===== config.mk =====
export PLATFORM = sky130hd
export DESIGN_NAME = fifo_wr_arb
export DESIGN_NICKNAME = d
export VERILOG_FILES = /design/src/rtl/fifo_arb_pkg.sv /design/src/rtl/fifo_wr_arb_rr_pick.sv /design/src/rtl/fifo_wr_arb.sv
export SDC_FILE = /design/constraint.sdc
export NUM_CORES = 1
export LEC_CHECK = 0
export BUFFER_PORTS_ARGS = -buffer_cell sky130_fd_sc_hd__buf_2
export CAP_MARGIN = 40
export CORE_UTILIZATION = 46
export DETAILED_ROUTE_END_ITERATION = 8
export GPL_TIMING_DRIVEN = 0
export PLACE_DENSITY_LB_ADDON = 0.12
export RECOVER_POWER = 25
export SLEW_MARGIN = 0
export SYNTH_ARGS = -nofsm -noshare
export SYNTH_HDL_FRONTEND = slang
export SYNTH_HIERARCHICAL = 1
export SYNTH_SLANG_ARGS = --single-unit
export TNS_END_PERCENT = 50

===== constraint.sdc =====
create_clock -name clk -period 5.6 [get_ports clk]
set_input_delay 1.12 -clock clk [delete_from_list [all_inputs] [get_ports clk]]
set_output_delay 1.12 -clock clk [all_outputs]
set_load 0.01 [all_outputs]

===== src/rtl/fifo_arb_pkg.sv =====
// Shared types and default sizing for the FIFO write-port arbiter.
package fifo_arb_pkg;

    typedef enum logic {
        IDLE  = 1'b0,
        BURST = 1'b1
    } arb_state_t;

    localparam int DEF_N        = 4;
    localparam int DEF_DW       = 8;
    localparam int DEF_MAXBURST = 4;

endpackage


===== src/rtl/fifo_wr_arb_rr_pick.sv =====
// Combinational round-robin search: first set req bit at or above prio_ptr,
// wrapping to the lowest set bit when nothing at or above the pointer requests.
module rr_pick import fifo_arb_pkg::*; #(
    parameter int N  = DEF_N,
    parameter int IW = $clog2(N)
) (
    input  logic [N-1:0]  req,
    input  logic [IW-1:0] prio_ptr,
    output logic          valid,
    output logic [IW-1:0] winner
);

    logic          w_hi_found;
    logic          w_lo_found;
    logic [IW-1:0] w_hi_idx;
    logic [IW-1:0] w_lo_idx;

    // Descending scan so the final assignment holds the lowest matching index.
    always_comb begin
        w_hi_found = 1'b0;
        w_lo_found = 1'b0;
        w_hi_idx   = '0;
        w_lo_idx   = '0;
        for (int i = N - 1; i >= 0; i--) begin
            if (req[i]) begin
                w_lo_found = 1'b1;
                w_lo_idx   = IW'(i);
                if (IW'(i) >= prio_ptr) begin
                    w_hi_found = 1'b1;
                    w_hi_idx   = IW'(i);
                end
            end
        end
    end

    always_comb begin
        valid  = w_lo_found;
        winner = w_hi_found ? w_hi_idx : w_lo_idx;
    end

endmodule


===== src/rtl/fifo_wr_arb.sv =====
// Burst-locking round-robin arbiter feeding one downstream FIFO write port.
// One bubble cycle per arbitration; a locked owner streams up to MAXBURST beats.
//
// state | meaning
// IDLE  | no owner locked; arbitrate among req, outputs quiet
// BURST | owner locked; accept req[owner] beats while FIFO not full
module fifo_wr_arb import fifo_arb_pkg::*; #(
    parameter int N        = DEF_N,
    parameter int DW       = DEF_DW,
    parameter int MAXBURST = DEF_MAXBURST,
    parameter int IW       = $clog2(N),
    parameter int CW       = $clog2(MAXBURST + 1)
) (
    input  logic            clk,
    input  logic            reset,
    input  logic [N-1:0]    req,
    input  logic [N*DW-1:0] data,
    input  logic [N-1:0]    last,
    output logic [N-1:0]    gnt,
    output logic            fifo_we,
    output logic [DW-1:0]   fifo_wd,
    input  logic            fifo_full,
    output logic            busy,
    output logic [IW-1:0]   owner,
    output logic [CW-1:0]   beat_cnt
);

    arb_state_t    r_state;
    arb_state_t    w_state_nxt;
    logic [IW-1:0] r_owner;
    logic [IW-1:0] w_owner_nxt;
    logic [IW-1:0] r_prio_ptr;
    logic [IW-1:0] w_ptr_nxt;
    logic [IW-1:0] w_ptr_after;
    logic [CW-1:0] r_beat_cnt;
    logic [CW-1:0] w_cnt_nxt;
    logic [CW-1:0] w_cnt_inc;

    logic          w_pick_valid;
    logic [IW-1:0] w_pick_idx;
    logic          w_own_req;
    logic          w_own_last;
    logic [DW-1:0] w_own_data;
    logic          w_accept;
    logic          w_busy;

    rr_pick #(
        .N  (N),
        .IW (IW)
    ) u_rr_pick (
        .req      (req),
        .prio_ptr (r_prio_ptr),
        .valid    (w_pick_valid),
        .winner   (w_pick_idx)
    );

    // Owner-side view of the requester bus.
    always_comb begin
        w_own_req  = 1'b0;
        w_own_last = 1'b0;
        w_own_data = '0;
        for (int i = 0; i < N; i++) begin
            if (r_owner == IW'(i)) begin
                w_own_req  = req[i];
                w_own_last = last[i];
                w_own_data = data[i*DW +: DW];
            end
        end
    end

    assign w_cnt_inc   = r_beat_cnt + CW'(1);
    assign w_ptr_after = (r_owner == IW'(N - 1)) ? '0 : r_owner + IW'(1);

    always_comb begin
        w_state_nxt = r_state;
        w_owner_nxt = r_owner;
        w_cnt_nxt   = r_beat_cnt;
        w_ptr_nxt   = r_prio_ptr;
        w_accept    = 1'b0;
        case (r_state)
            IDLE: begin
                if (w_pick_valid) begin
                    w_owner_nxt = w_pick_idx;
                    w_cnt_nxt   = '0;
                    w_state_nxt = BURST;
                end
            end
            BURST: begin
                if (!w_own_req) begin
                    w_state_nxt = IDLE;
                    w_ptr_nxt   = w_ptr_after;
                end else if (!fifo_full) begin
                    w_accept  = 1'b1;
                    w_cnt_nxt = w_cnt_inc;
                    if (w_own_last || (w_cnt_inc == CW'(MAXBURST))) begin
                        w_state_nxt = IDLE;
                        w_ptr_nxt   = w_ptr_after;
                    end
                end
            end
            default: begin
                w_state_nxt = IDLE;
            end
        endcase
    end

    always_ff @(posedge clk or posedge reset) begin
        if (reset) begin
            r_state    <= IDLE;
            r_owner    <= '0;
            r_prio_ptr <= '0;
            r_beat_cnt <= '0;
        end else begin
            r_state    <= w_state_nxt;
            r_owner    <= w_owner_nxt;
            r_prio_ptr <= w_ptr_nxt;
            r_beat_cnt <= w_cnt_nxt;
        end
    end

    // Outputs gated by reset so a mid-burst reset cannot leak a partial write.
    assign w_busy = (r_state == BURST) && !reset;

    always_comb begin
        gnt = '0;
        for (int i = 0; i < N; i++) begin
            gnt[i] = w_accept && w_busy && (r_owner == IW'(i));
        end
    end

    assign fifo_we  = w_accept && w_busy;
    assign fifo_wd  = w_busy ? w_own_data : '0;
    assign busy     = w_busy;
    assign owner    = r_owner;
    assign beat_cnt = r_beat_cnt;

endmodule


==> Word-level counts from Yosys, hierarchy flattened <==
Index checks and enable logic that the tools add are counted.
Widths: inputs -> output; s select.
{ "word_totals": {"input_bits": 43, "reg_bits": 8, "wordCells": 86} }
{ "op_classes": {"mux": 54, "reduce_logical": 12, "addsub": 2, "n_bitwise": 1, "order_cmp": 4, "n_eq_ne": 9} }
{ "ops": {"columns": ["operator", "count"], "rows": [
  ["$mux 8", 5],
  ["$mux 2", 17],
  ["$mux 1", 27],
  ["$mux 3", 3],
  ["$logic_and 1x1->1", 6],
  ["$ne 2x1->1 const B", 3],
  ["$pmux 3 s2", 1],
  ["$reduce_and 3->1", 2],
  ["$eq 2x2->1 const B", 2],
  ["$ge 1x2->1 const A", 2],
  ["$ge 2x2->1 const A", 2],
  ["$ne 2x2->1 const B", 2],
  ["$add 3x1->3 const B", 1],
  ["$eq 3x3->1 const B", 1],
  ["$add 2x1->2 const B", 1],
  ["$eq 2x1->1 const B", 1],
  ["$logic_not 2->1", 1],
  ["$pmux 1 s2", 1],
  ["$reduce_and 2->1", 1],
  ["$logic_not 1->1", 1],
  ["$logic_or 1x1->1", 1],
  ["$not 1->1", 1]
]} }

==> Depth between registers and ports, before layout <==
Gate-level depths: netlist (run 1).
{ "depth": {"ltp_word": 10, "ltp_mapped": 7} }

==> Hierarchy <==
The synthesis (run 1) kept the hierarchy.
{ "by_module_without_submodules": {"columns": ["mod", "area_per_inst_um2", "instances", "cells_per_inst"], "rows": [
  ["fifo_wr_arb", 913.4, 1, 110],
  ["rr_pick", 73.8, 1, 14]
]} }

==> Least setup slack after synthesis (run 1) <==
Ideal clock, no wire load.
{ "synth_path": {"path_kind": "input -> output", "from": "input port reset", "to": "output port gnt[0]", "cell_stages": 4, "required_ns": 4.480, "path_buffers": 0, "setup_slack_ns": 2.319, "arrival_time_ns": 2.161, "path_cell_list": "inv_1 > nand2_1 > nor4_2 > and2_1"} }
{ "synth_via": {"elab_chain_cells": 4} }
{ "synth_lines": {"columns": ["element", "line", "source"], "rows": [
  ["from (decl)", "fifo_wr_arb.sv:15", "input logic reset,"],
  ["$logic_not 1->1", "fifo_wr_arb.sv:122", "assign w_busy = (r_state == BURST) && !reset;"],
  ["$logic_and 1x1->1", "fifo_wr_arb.sv:122", null],
  ["$logic_and 1x1->1", null, null],
  ["net fifo_we", "fifo_wr_arb.sv:20", "output logic fifo_we,"],
  ["$logic_and 1x1->1", "fifo_wr_arb.sv:127", "gnt[i] = w_accept && w_busy && (r_owner == IW'(i));"],
  ["to (decl)", "fifo_wr_arb.sv:19", "output logic [N-1:0] gnt,"]
]} }
The timed path passes the listed nets, and every way through them passes these cells.

==> Worst setup path in the final report (run 1) <==
{ "layout_path": {"from": "input port reset", "to": "output port gnt[2]"} }
{ "layout_via": {"elab_chain_cells": 4} }
{ "layout_lines": {"columns": ["element", "line"], "rows": [
  ["$logic_not 1->1", "fifo_wr_arb.sv:122"],
  ["$logic_and 1x1->1", "fifo_wr_arb.sv:122"],
  ["$logic_and 1x1->1 (2 in series)", "fifo_wr_arb.sv:127"]
]} }
No other way between the ends.

==> impl_metrics.yaml, run 1 <==
cts:
  clk_path_buf_depth: 2
  cts_tree: "built"
  cts_resized: 0
  clock_sinks: 8
  clk_latency_ps: 250
  h-tree-depth: 1
  cts_hold_buf: 0
  cts-root-buf: "clkbuf_4"
  cts_buffers: 3
  post_cts_buffers: 0
  cts.clk_slew.worst_paths_ps: 50
cells_and_area:
  n_fill_cell: 170
  regArea_um2: 200
  multiInputGateArea_um2: 687
  antenna_cells: 0
  fin_nets: 239
  area_growth_pct: 36.6
  final_util_pct: 68.1
  drive_above_1_share_pct: 39.9
setup_path:
  crit_slowest_cell: "nor4_2"
  rrSetupSlack_ps: 3420
  crit_fanout: 10
  startpoint_type: "input port"
  crit_end: "gnt[2]"
  path_class: "input port to primary output"
  cpMostUsedCell: "buf_2"
  arrival_ps: 2450
  critPathRequiredTime_ps: 4480
  crit_path_cell_trace: "buf_2 > inv_1 > nand2_1 > nor4_2 > and2_1 > buf_2"
  cpPeakStageDelay_ps: 370
  crit_cells: 6
  r2r_cells: 7
  r2r-start: "owner[0]"
  path_delay_family: "simple AND/OR/NAND/NOR gates"
  cp-startpoint: "reset"
  r2r-end: "r_prio_ptr[0]"
  path_buf_inv: 3
  worst_setup_path_end_kind: "primary output"
timing:
  post-route-min-period_ps: 3570
  fmax_ghz: 0.280
  slew_headroom_pct: 69.6
  post-route-period-util_pct: 63.7
  finalMaxSlewViolations: 0
  rsz0062_at_grt: "false"
  final_hold_viol_count: 0
  fin_skew_ps: 4.16
  tns_ps: 0
  worst_slew_pin_slew_ps: 448
  report.final.setup_viol: 0
die:
  rows: 16
  dieArea_um2: 2340
  die_y_um: 48.3
  start_util_pct: 49.8
  pin_count: 62
  die_width_um: 48.3
  core_area_um2: 1980
synthesis:
  ys_types: 34
  synth_seq_cells: 8
  ys_seq_area_share_pct: 20.3
  syn-cell-area_um2: 987
  yosys_warnings: 6
  syn_nets: 173
  avgSynthCellArea_um2: 7.96
  syn_inst: 124
power_and_ir_drop:
  p_int_w: 0.000306
  p_leak_nw: 0.714
  vdd_drop_max_uv: 322
  clockPowerShare_pct: 7.1
  seqPwrFrac_pct: 18.4
  switchingPower_w: 0.000286
  comb_power_share_pct: 74.5
  swShare_pct: 48.3
  powerDensity_nw_per_um2: 440
drt:
  wl_per_cell_um: 13.0
  drcViolationCount: 0
  drtAntennaViolNets: 0
  wl_um: 2790
  vias: 1179
  firstDrtPassIters: 4
  dr.first_iter.drc_count: 17
  viasPerCell: 5.48
global_route:
  antenna_found_initial: 0
  track_usage_pct: 25.1
  grt_max_degree: 11
  grt_pass1_vias: 1091
  grt.overflow.total: 0
  grt_pass1_wl_um: 4690
job:
  max_cap_violations: 0
placed_design:
  portBuffers: 61
  hpwl_um: 2170
  gp_congestion: 0.773
hold_path:
  hold_class: "flip-flop to flip-flop"
outcome:
  status: "completed"
==> cells in the mapped netlist (all sizes together) <==
cell	instances	area share [%]
nand3	1	0.51
mux2i	2	2.4
buf	4	3.3
nor2b	3	2.2
a211o	9	8.0
a2111oi	1	1.5
xnor2	1	0.89
ha	6	7.6
mux2	2	2.3
o311ai	4	3.5
a211oi	3	2.3
nand3b	2	1.5
a21oi	13	8.1
a21o	1	0.76
or4	3	2.3
inv	15	5.7
and3b	1	0.89
or2b	1	0.76
o41ai	1	1.6
nor2	3	1.1
and2	4	2.5
nand2	16	6.1
clkbuf	3	1.1
dfrtp	8	20
nand2b	3	1.9
nor4	3	2.5
a221oi	7	6.2
o21ai	4	2.0
==> cell type report <==
cell class / instances / area share, %
Buffer: 7 / 3.25
Clock buffer: 3 / 1.67
Inverter: 15 / 4.17
Multi-Input combinational cell: 94 / 50.9
Sequential cell: 8 / 14.8
Tap cell: 27 / 2.50
Timing Repair Buffer: 61 / 22.6
==> kinds of logic (layout without fill, tap and decap cells) <==
logic type      after synthesis  in the layout  share of synthesized area, %
simple gates                 40             40                          22.3
buf+inv                      22             86                          10.1
compound gates               43             43                          34.1
mux                           4              4                          4.69
fa+ha+maj                     6              6                          7.60
xor+xnor                      1              1                         0.887
flops                         8              8                          20.3
==> metal layers <==
layer	global-route usage [%]	part of all wire, %	vias to the layer above
met4	8.82	1.1	0
met5	0	0	-
met3	4.40	7.4	3
met1	29.1	43	529
met2	46.0	48	60
li1	-	-	587
==> sequential cells by signal, summed over array words and instances, names as in the netlist <==
signal and cells:
r_prio_ptr 2, r_state 1, owner 2, beat_cnt 3
==> metrics by stage <==
step / std cells / hold slack, ps / total power (W) / setup slack [ps] / instance area [µm²]
final: 215 / 536 / 0.000593 / 2030 / 1350
after global routing: 215 / 569 / 0.000642 / 1840 / 1350
after CTS: 215 / 543 / 0.000592 / 2000 / 1350
after detailed placement: 212 / 535 / 0.000546 / 2000 / 1330
after global placement: 212 / 533 / 0.000531 / 2050 / 1330
after floorplan: 124 / 532 / 0.000429 / 2320 / 987
==> cell usage in the layout, fill, tap and decap left out <==
| cell type | instances |
|---|---|
| buf_2 | 63 |
| nand2_1 | 16 |
| inv_1 | 15 |
| a21oi_1 | 11 |
| a211o_1 | 9 |
| dfrtp_1 | 8 |
| a221oi_1 | 7 |
| ha_1 | 6 |
| o311ai_0 | 4 |
| o21ai_0 | 4 |
| and2_1 | 4 |
| nand2b_1 | 3 |
| or4_1 | 3 |
| clkbuf_1 | 3 |
| a211oi_1 | 3 |
| nor2_1 | 3 |
| clkbuf_4 | 3 |
| buf_6 | 2 |
| nor2b_1 | 2 |
| nor4_1 | 2 |
| nand3b_1 | 2 |
| mux2_1 | 2 |
| nor2b_2 | 1 |
| a21oi_4 | 1 |
| mux2i_2 | 1 |
| mux2i_1 | 1 |
| xnor2_1 | 1 |
| a21oi_2 | 1 |
| a2111oi_2 | 1 |
| o41ai_2 | 1 |
| and3b_1 | 1 |
| nor4_2 | 1 |
| a21o_1 | 1 |
| or2b_1 | 1 |
| nand3_1 | 1 |
==> worst min path at each step <==
stage	start	slack (ps)	end	cells past startpoint
floorplan	r_prio_ptr[0]	530	r_prio_ptr[0]	1
global placement	beat_cnt[2]	530	beat_cnt[2]	1
detailed placement	beat_cnt[2]	530	beat_cnt[2]	1
CTS	beat_cnt[2]	540	beat_cnt[2]	1
global route	beat_cnt[2]	570	beat_cnt[2]	1
finish	beat_cnt[2]	540	beat_cnt[2]	1
==> power by group through the flow <==
stage                     Combinational, W  Sequential [W]  Clock [W]
after global routing              0.000483        0.000114  0.0000456
after detailed placement          0.000438        0.000109          0
after global placement            0.000426        0.000106          0
after floorplan                   0.000321        0.000108          0
after CTS                         0.000440        0.000108  0.0000442
final                             0.000441        0.000109  0.0000422
Power figures use the tool's default switching activity.
==> run 2: changes to the inputs <==
--- a/config.mk
+++ b/config.mk
@@ -7,7 +7,7 @@
 export LEC_CHECK = 0
 export BUFFER_PORTS_ARGS = -buffer_cell sky130_fd_sc_hd__buf_2
 export CAP_MARGIN = 40
-export CORE_UTILIZATION = 46
+export CORE_UTILIZATION = 38
 export DETAILED_ROUTE_END_ITERATION = 8
 export GPL_TIMING_DRIVEN = 0
 export PLACE_DENSITY_LB_ADDON = 0.12
==> constraint.sdc (replaced) <==
create_clock -name clk -period 3.27 [get_ports clk]
set_input_delay 0.654 -clock clk [delete_from_list [all_inputs] [get_ports clk]]
set_output_delay 0.654 -clock clk [all_outputs]
set_load 0.01 [all_outputs]
==> impl_metrics.yaml, run 2 (synthesized netlist as in run 1, its figures left out) <==
placed_design:
  portBuffers: 61
  gp_congestion: 0.816
  dp.cells: 215
  hpwl_um: 2290
setup_path:
  path_class: "flip-flop to primary output"
  rrSetupSlack_ps: 1130
  worst_setup_path_end_kind: "primary output"
  crit_fanout: 8
  critPathRequiredTime_ps: 2620
  arrival_ps: 2180
  startpoint_type: "flip-flop"
cells_and_area:
  regArea_um2: 200
  final_common_cell: "buf_2"
  fin_nets: 239
  layout_common_cells: "buf_2, nand2_1, inv_1"
  antenna_cells: 0
  largest_reg_flops: 3
  instances_no_fill: 218
  area_growth_pct: 37.0
  drive_above_1_share_pct: 39.9
  multiInputGateArea_um2: 687
  n_fill_cell: 238
timing:
  worst_slew_pin_slew_ps: 487
  fmax_ghz: 0.353
  final_hold_viol_count: 0
  post-route-min-period_ps: 2830
  tns_ps: 0
  report.final.setup_viol: 0
  post-route-period-util_pct: 86.7
  finalMaxSlewViolations: 0
  rsz0062_at_grt: "false"
  fin_skew_ps: 11.2
  slew_headroom_pct: 66.9
cts:
  clk_latency_ps: 260
  clk_path_buf_depth: 2
  cts_resized: 0
  clock_sinks: 8
  cts.clk_slew.worst_paths_ps: 60
  cts_tree: "built"
  cts_hold_buf: 0
  cts-root-buf: "clkbuf_4"
  cts_buffers: 3
  post_cts_buffers: 0
  h-tree-depth: 1
die:
  pin_count: 62
  rows: 18
  die_width_um: 53.0
  dieArea_um2: 2810
  core_area_um2: 2450
  die_y_um: 53.0
  start_util_pct: 40.2
power_and_ir_drop:
  vdd_drop_max_uv: 452
  powerDensity_nw_per_um2: 756
  p_leak_nw: 0.714
global_route:
  antenna_found_initial: 0
  grt_pass1_vias: 959
  track_usage_pct: 20.9
  grt_max_degree: 11
  grt.overflow.total: 0
  grt_pass1_wl_um: 4380
outcome:
  status: "completed"
drt:
  wl_per_cell_um: 13.2
  firstDrtPassIters: 4
  drtAntennaViolNets: 0
  wl_um: 2880
  drcViolationCount: 0
  dr.first_iter.drc_count: 30
  vias: 1170
  viasPerCell: 5.37
hold_path:
  hold_class: "input port to asynchronous set/reset pin"
job:
  max_cap_violations: 0
run 2: cell counts in the layout (fill, tap and decap cells not counted):
No cell type changed its count.
run 2: cell type report:
class,instances,share of cell area (%)
Buffer,7,3.24
Multi-Input combinational cell,94,50.8
Timing Repair Buffer,61,22.6
Clock buffer,3,1.67
Tap cell,30,2.78
Sequential cell,8,14.8
Inverter,15,4.16
run 2: path summary, 6_finish.rpt:
kind / endpoint / depth (start not counted) / startpoint
worst max-delay path: gnt[1] / 8 / owner[0]
worst min-delay path: beat_cnt[2] / 2 / reset
worst max register to register: r_prio_ptr[1] / 7 / owner[0]
worst min register to register: beat_cnt[2] / 1 / beat_cnt[2]
max in group asynchronous: owner[1] / 2 / reset
min in group clk: beat_cnt[2] / 1 / beat_cnt[2]
run 2: layer usage:
layer / track usage [%] / share of wire [%]
met5: 0 / 0
met4: 5.26 / 1.0
met2: 37.8 / 48
met1: 26.7 / 44
met3: 0.862 / 6.5
run 2: power breakdown:
group | switching (W) | internal, W
logic | 0.000416 | 0.000343
clock network | 0.0000360 | 0.0000422
registers | 0.0000454 | 0.000139
run 2: stage by stage:
step / total power [W] / hold WS, ps / setup slack, ps / utilization, % / instance area (µm²)
final: 0.00102 / 332 / 436 / 55.1 / 1350
after global routing: 0.00111 / 380 / 203 / 55.1 / 1350
after CTS: 0.00102 / 338 / 433 / 55.1 / 1350
after detailed placement: 0.000940 / 528 / 587 / 54.2 / 1330
after global placement: 0.000917 / 511 / 639 / 54.2 / 1330
after floorplan: 0.000735 / 478 / 868 / - / 987
run 2: critical path, cell delays in order, from the launching register on:
cell and delay, ps:
dfrtp_1 420, inv_1 110, ha_1 240, nor2b_2 180
buf_6 140, a21oi_4 100, nor4_2 430, and2_1 190
buf_2 120
